`src/rtl/fir_out_requant_dec.sv`:
```
// Output requantiser for the FIR result stream: round-half-up by SHIFT, saturate to Win bits,
// optional decimation by DEC, with a sticky saturation flag and an emitted-sample counter.
module fir_out_requant_dec #(
  parameter int Win   = 16,
  parameter int Wd    = 19,
  parameter int SHIFT = 3,
  parameter int DEC   = 4,
  parameter int CW    = 16
) (
  input  logic                  clk,
  input  logic                  rst,
  input  logic signed [Wd-1:0]  din,
  input  logic                  val_in,
  input  logic                  dec_en,
  input  logic                  sat_clr,
  output logic                  val_out,
  output logic signed [Win-1:0] dout,
  output logic                  sat_flag,
  output logic [CW-1:0]         out_cnt
);

  localparam int PW = $clog2(DEC);
  localparam logic [PW-1:0] PH_LAST_C = PW'(DEC - 1);
  localparam logic signed [Wd:0] RND_C = {{(Wd + 1 - SHIFT){1'b0}}, 1'b1, {(SHIFT - 1){1'b0}}};
  localparam logic signed [Win:0] MAX_C = {2'b00, {(Win - 1){1'b1}}};
  localparam logic signed [Win:0] MIN_C = {2'b11, {(Win - 1){1'b0}}};

  // Returns {clamped, value}: value is r limited to the signed Win-bit range.
  function automatic logic [Win:0] sat_fn(input logic signed [Win:0] r);
    logic [Win:0] res;
    if (r > MAX_C) begin
      res = {1'b1, MAX_C[Win-1:0]};
    end else if (r < MIN_C) begin
      res = {1'b1, MIN_C[Win-1:0]};
    end else begin
      res = {1'b0, r[Win-1:0]};
    end
    return res;
  endfunction

  logic signed [Wd:0]    sum_s;
  logic signed [Win:0]   r_s;
  logic                  keep_s;
  logic [Win:0]          sat_res_s;

  logic [PW-1:0]         phase_r;
  logic signed [Win:0]   r1_r;
  logic                  v1_r;
  logic                  keep1_r;
  logic                  val_out_r;
  logic signed [Win-1:0] dout_r;
  logic                  sat_flag_r;
  logic [CW-1:0]         out_cnt_r;

  // Rounding add/shift for stage 1, keep decision, and saturation for stage 2.
  always_comb begin
    sum_s     = $signed({din[Wd-1], din}) + RND_C;
    r_s       = (Win + 1)'(sum_s >>> SHIFT);
    keep_s    = !dec_en || (phase_r == {PW{1'b0}});
    sat_res_s = sat_fn(r1_r);
  end

  // Phase counter, stage-1 pipeline and registered outputs.
  always_ff @(posedge clk or posedge rst) begin
    if (rst) begin
      phase_r    <= {PW{1'b0}};
      r1_r       <= {(Win + 1){1'b0}};
      v1_r       <= 1'b0;
      keep1_r    <= 1'b0;
      val_out_r  <= 1'b0;
      dout_r     <= {Win{1'b0}};
      sat_flag_r <= 1'b0;
      out_cnt_r  <= {CW{1'b0}};
    end else begin
      // Phase is pinned to 0 while decimation is off so the first sample after enabling is kept.
      if (!dec_en) begin
        phase_r <= {PW{1'b0}};
      end else if (val_in) begin
        phase_r <= (phase_r == PH_LAST_C) ? {PW{1'b0}} : phase_r + PW'(1'b1);
      end else begin
        phase_r <= phase_r;
      end

      r1_r    <= r_s;
      v1_r    <= val_in;
      keep1_r <= keep_s;

      if (v1_r && keep1_r) begin
        dout_r    <= sat_res_s[Win-1:0];
        val_out_r <= 1'b1;
        out_cnt_r <= out_cnt_r + CW'(1'b1);
      end else begin
        dout_r    <= dout_r;
        val_out_r <= 1'b0;
        out_cnt_r <= out_cnt_r;
      end

      // Saturation is flagged for discarded samples too; a set beats a simultaneous clear.
      if (v1_r && sat_res_s[Win]) begin
        sat_flag_r <= 1'b1;
      end else if (sat_clr) begin
        sat_flag_r <= 1'b0;
      end else begin
        sat_flag_r <= sat_flag_r;
      end
    end
  end

  assign val_out  = val_out_r;
  assign dout     = dout_r;
  assign sat_flag = sat_flag_r;
  assign out_cnt  = out_cnt_r;

endmodule

```
`config.mk`:
```
export PLATFORM = sky130hd
export DESIGN_NAME = fir_out_requant_dec
export DESIGN_NICKNAME = d
export VERILOG_FILES = /design/src/rtl/fir_out_requant_dec.sv
export SDC_FILE = /design/constraint.sdc
export NUM_CORES = 1
export LEC_CHECK = 0
export BUFFER_PORTS_ARGS = -buffer_cell sky130_fd_sc_hd__buf_2
export CAP_MARGIN = 10
export CORE_MARGIN = 2
export CORE_UTILIZATION = 50
export CTS_CLUSTER_SIZE = 20
export DETAILED_ROUTE_END_ITERATION = 7
export PLACE_DENSITY = 0.83
export SETUP_SLACK_MARGIN = 0.4
export SLEW_MARGIN = 20
export SYNTH_ARGS = -nofsm -noshare
export SYNTH_HDL_FRONTEND = slang
export SYNTH_SLANG_ARGS = --single-unit
```
`constraint.sdc`:
```
create_clock -name clk -period 4.99 [get_ports clk]
set_input_delay 1.2475 -clock clk [delete_from_list [all_inputs] [get_ports clk]]
set_output_delay 1.2475 -clock clk [all_outputs]
set_load 0.02 [all_outputs]
```
### After elaboration in Yosys (flattened, before gate mapping)

Index checks and enable logic that the tools add are counted.

| cells by class | value |
|---|---|
| $add $sub $neg | 3 |
| $lt $le $gt $ge | 2 |
| equal/unequal tests | 2 |
| muxes and demuxes | 8 |
| reductions and logical operators | 6 |

Operators with widths:

| cell | count |
|---|---|
| 17-bit two-way mux | 2 |
| 19-bit by 4-bit adder with 20-bit output (second input constant) | 1 |
| 17-bit by 16-bit greater-than comparator with 1-bit output (second input constant) | 1 |
| 17-bit by 16-bit less-than comparator with 1-bit output (second input constant) | 1 |
| 16-bit by 1-bit adder with 16-bit output (second input constant) | 1 |
| 2-bit two-way mux | 3 |
| 1-bit two-way mux | 3 |
| 2-bit by 1-bit adder with 2-bit output (second input constant) | 1 |
| 2-bit equality test (second input constant) | 1 |
| 1-bit logical AND | 2 |
| 2-bit zero test | 1 |
| 2-bit != test (second input constant) | 1 |
| 2-bit nonzero test | 1 |
| 1-bit zero test | 1 |
| 1-bit logical OR | 1 |

| storage, ports and cells | value |
|---|---|
| flip-flop bits (word level) | 55 |
| bits of input ports | 24 |
| output and inout port bits | 34 |
| word-level logic and storage cells | 29 |

### Logic depth before layout (Yosys ltp)

| logic depth | value |
|---|---|
| depth in word-level cells | 5 |
| mapped depth | 5 |
| gate-level depth less buffers | 5 |

### Least setup slack after synthesis

No wires, ideal clock.

| timing | value |
|---|---|
| path type | input -> register |
| from | in din[2] |
| to | reg r1_r[13] |
| setup time | 123 ps |
| data arrival time | 2069 ps |
| data required time | 4867 ps |
| path slack | 2798 ps |
| cell stages on the path | 5 |
| buffers on the path | 0 |
| path through | ha_1 nand3_1 nor4_4 nand3_2 xnor2_1 |

| on the way | value |
|---|---|
| cells in the longest elaborated chain, start to end | 1 |

RTL lines:

| item | RTL line | source |
|---|---|---|
| start, declared | 12 | `input logic signed [Wd-1:0] din,` |
| 19-bit by 4-bit adder with 20-bit output | 57 | `sum_s = $signed({din[Wd-1], din}) + RND_C;` |
| net sum_s[16] | 41 | `logic signed [Wd:0] sum_s;` |
| end signal, assigned | 67 | `r1_r <= {(Win + 1){1'b0}};` |
| end signal, assigned | 84 | `r1_r <= r_s;` |
| end, declared | 47 | `logic signed [Win:0] r1_r;` |

The timed path passes the listed nets, and every way through them passes these cells.
A chain may end at the register's enable or synchronous reset.

### Worst setup path in the final report

| timing | value |
|---|---|
| from | reg out_cnt_r[0] (netlist: out_cnt[0]) |
| to | out out_cnt[0] |

RTL lines:

| item | RTL line | source |
|---|---|---|
| start, declared | 53 | `logic [CW-1:0] out_cnt_r;` |
| start signal, assigned | 73 | `out_cnt_r <= {CW{1'b0}};` |
| start signal, assigned | 91 | `out_cnt_r <= out_cnt_r + CW'(1'b1);` |
| start signal, assigned | 95 | `out_cnt_r <= out_cnt_r;` |
| end, declared | 19 | `output logic [CW-1:0] out_cnt` |

No word-level cell between the ends.

==> summary.md <==
| Metric | Value |
|---|---|
| Cell taking the most area after synthesis | dfrtp_1 |
| CTS Buffer Depth | 2 |
| Core Region | 4630 um2 |
| Remaining global-route overflow | 0 |
| Normalized max-slew margin | 40.6% |
| Top cell type's share of synthesized area | 58.1% |
| Fin Setup TNS | 0 ns |
| Fin crit share | 43.5% |
| Leak | 0.00132 uW |
| Vias post-DR | 1,636 |
| Cells along the critical path | buf_2 |
| Finished layout cell area | 2800 um2 |
| R2r endpoint | out_cnt[6]$_DFFE_PP0P_ |
| Tightest Hold Check Type | reg -> reg |
| Int Power | 717 uW |
| Pwr/cell area | 371 nW/um2 |
| CP startpoint kind | flop |
| 1st-iter DRT viols | 59 |
| Final WL | 3780 um |
| Maximum VDD drop | 148 uV |
| Cells after Synth | 216 |
| DR pass1 iterations | 4 |
| Endpoints failing hold | 0 |
| Gpl congestion | 0.791 |
| Initial antenna violation count | 0 |
| Final Core Density | 60.4% |
| Die X | 72.8 um |
| R2r setup slk | 3.51 ns |
| Hold buffers post-CTS | 0 |
| CP max stage delay | 0.43 ns |
| Crit path capture type | output port |
| CTS tree | yes |
| Layout cell share with drive strength beyond 1 | 27.7% |
| Synthesized Nets | 243 |
| CP bufs+invs | 1 |
| GRT Total Usage | 15.6% |
| HPWL Detailed | 2880 um |
| Count leader, synth | dfrtp_1 |
| Setup WS pre-CTS | 2.55 ns |
| H-Tree Level Count | 2 |
| Num ports | 58 |
| # port buffers | 55 |
| Cts bufs inserted | 5 |
| Final setup margin | 2.82 ns |
| Ranking of synthesized cells by area | dfrtp_1 (58%), xnor2_1 (8.1%), o21ai_0 (6.1%) |
| First-pass GRT wire length | 6260 um |
| Kind of critical path | reg -> out |
| Total die area | 5300 um2 |
| Fmax | 460 MHz |
| Row cnt | 25 |
| Clock power frac | 24.4% |
| R2R depth | 5 |
| Endpoint, Worst Hold | out_cnt[15]$_DFFE_PP0P_ |
| Crit path max fanout | 5 |
| Worst hold start | out_cnt[15]$_DFFE_PP0P_ |
| Postcts setup bufs | 0 |
| Nets@finish | 300 |
| EDFF count, synth | 0 |
| Crit path DAT | 0.92 ns |
| Area of the multi-input gates | 933 um2 |
| Mapped Area | 2370 um2 |
| Placed cell areas | 2690 um2 |
| Vias/cell | 4.99 |
| Die H | 72.8 um |
| Final setup violation count | 0 |
| Flop pwr share | 53.0% |
| CTS resizes | 0 |
| Worst-Skew Late Latency | 0.30 ns |
| Clock transition at the registers of the reported paths | 0.09 ns |
| Root Buffer | clkbuf_8 |
| Top Family by Delay on Critical Path | flip-flops |
| Seq/Total Area, Yosys | 58.1% |
| Layout area overhead | 18.0% |
| Pins Over Slew Limit | 0 |
| Yosys warns | 0 |
| Slowest cell on the critical path | dfrtp_1 |
| Status | complete, no violations |
| Initial Utilization | 51.2% |
| Largest net degree at the start of global routing | 56 |
| Combinational power share | 22.7% |
| Vias in the first global route | 1,406 |
| Required time of the worst setup path | 3.74 ns |
| Fill cells | 387 |
| Residual DRC | 0 |
| Ys async rst share | 100% |
| Register bit total from synthesis | 55 |
| Syn avg cell area | 11.0 um2 |
| Tightest Pin Transition | 0.890 ns |
| Routed Antenna Nets | 0 |
| Worst Hold Depth | 1 |
| Clock Sinks | 55 |
| Synth unique cells | 27 |
| Reg area | 1380 um2 |
| Max-cap viol count | 0 |
| Reg2reg start | out_cnt[0]$_DFFE_PP0P_ |
| WL per Instance | 11.5 um |
| ANT cells | 0 |
| Switching Fraction | 30.8% |
| Ys flop type | dfrtp_1 |
| Period minus WS final | 2.17 ns |
| Clk_skew | 0.00836 ns |
| Unrepaired setup endpoints after global routing | false |
| Most frequent cells after synthesis | dfrtp_1 (55), nand2_1 (38), o21ai_0 (29) |
| P_sw | 319 uW |
-- layer usage --
layer | vias to the layer above | share of wire (%) | track usage (%)
li1 | 836 | - | -
met5 | - | 0 | 0
met2 | 48 | 49 | 25.7
met4 | 0 | 2.0 | 6.79
met1 | 747 | 44 | 19.3
met3 | 5 | 5.7 | 4.14
-- cells in the final DEF, fill, tap and decap left out, types with 3 or more instances in the layout --
master    netlist  routed
dfrtp_1        55      55
buf_2           2      55
nand2_1        38      38
o21ai_0        29      29
xnor2_1        22      22
nand3_1        10      10
xor2_1          9       9
inv_1           9       8
clkbuf_8        0       7
nor2_1          6       6
nor3_2          4       4
o21ai_1         3       3
nand4_1         3       3
ha_1            3       3
-- power groups by stage --
stage | registers (uW) | logic (uW) | clock network (uW)
after floorplan | 611 | 95.8 | 0
after global placement | 557 | 229 | 0
after detailed placement | 559 | 238 | 0
after CTS | 550 | 238 | 261
after global routing | 558 | 260 | 276
final | 548 | 235 | 253
-- final cells by class --
type / instances / area share (%)
flip-flops and latches: 55 / 49.2
multi-input cells: 146 / 33.4
repair buffers: 56 / 10.1
clock buffers: 8 / 3.58
well taps: 54 / 2.42
inverters: 9 / 1.25
-- cell families (layout without fill, tap and decap cells) --
family | after synthesis | count (layout) | share of synthesized area [%]
AO/OA/AOI/OAI | 33 | 33 | 7.08
XOR/XNOR | 31 | 31 | 11.5
adder cells (fa/ha/maj) | 3 | 3 | 1.58
buffers and inverters | 15 | 73 | 2.48
flip-flops | 55 | 55 | 58.1
multiplexers | 3 | 3 | 1.37
AND/OR/NAND/NOR | 76 | 76 | 17.9
-- how the worst max path moves through the flow --
stage | from | end | slack (ns) | depth (start not counted)
floorplan | rst | dout[0]$_DFFE_PP0P_ | 2.40 | 1
global placement | din[2] | r1_r[13]$_DFF_PP0_ | 2.58 | 6
detailed placement | din[2] | r1_r[13]$_DFF_PP0_ | 2.55 | 6
CTS | out_cnt[0]$_DFFE_PP0P_ | out_cnt[0] | 2.80 | 1
global route | out_cnt[0]$_DFFE_PP0P_ | out_cnt[0] | 2.77 | 1
finish | out_cnt[0]$_DFFE_PP0P_ | out_cnt[0] | 2.82 | 1
-- stage by stage --
step	hold slack (ns)	total power [uW]	std cells
finish	0.466	1040	328
global route	0.512	1090	328
CTS	0.475	1050	328
detailed placement	0.462	797	320
global placement	0.457	786	320
floorplan	0.471	707	216
-- sequential cells by signal (all words and copies together) (netlist names) --
| register | count |
|---|---|
| r1_r | 17 |
| dout | 16 |
| out_cnt | 16 |
| phase_r | 2 |
| keep1_r | 1 |
| sat_flag | 1 |
| v1_r | 1 |
| val_out | 1 |
-- worst reg2reg max path, delay by kind of cell, from the launching register on --
family	cells	cell delay [ns]
flops	1	0.43
simple gates	2	0.54
buf+inv	1	0.05
fa+ha+maj	1	0.19
xor+xnor	1	0.15
(Power assumes the default switching activity.)
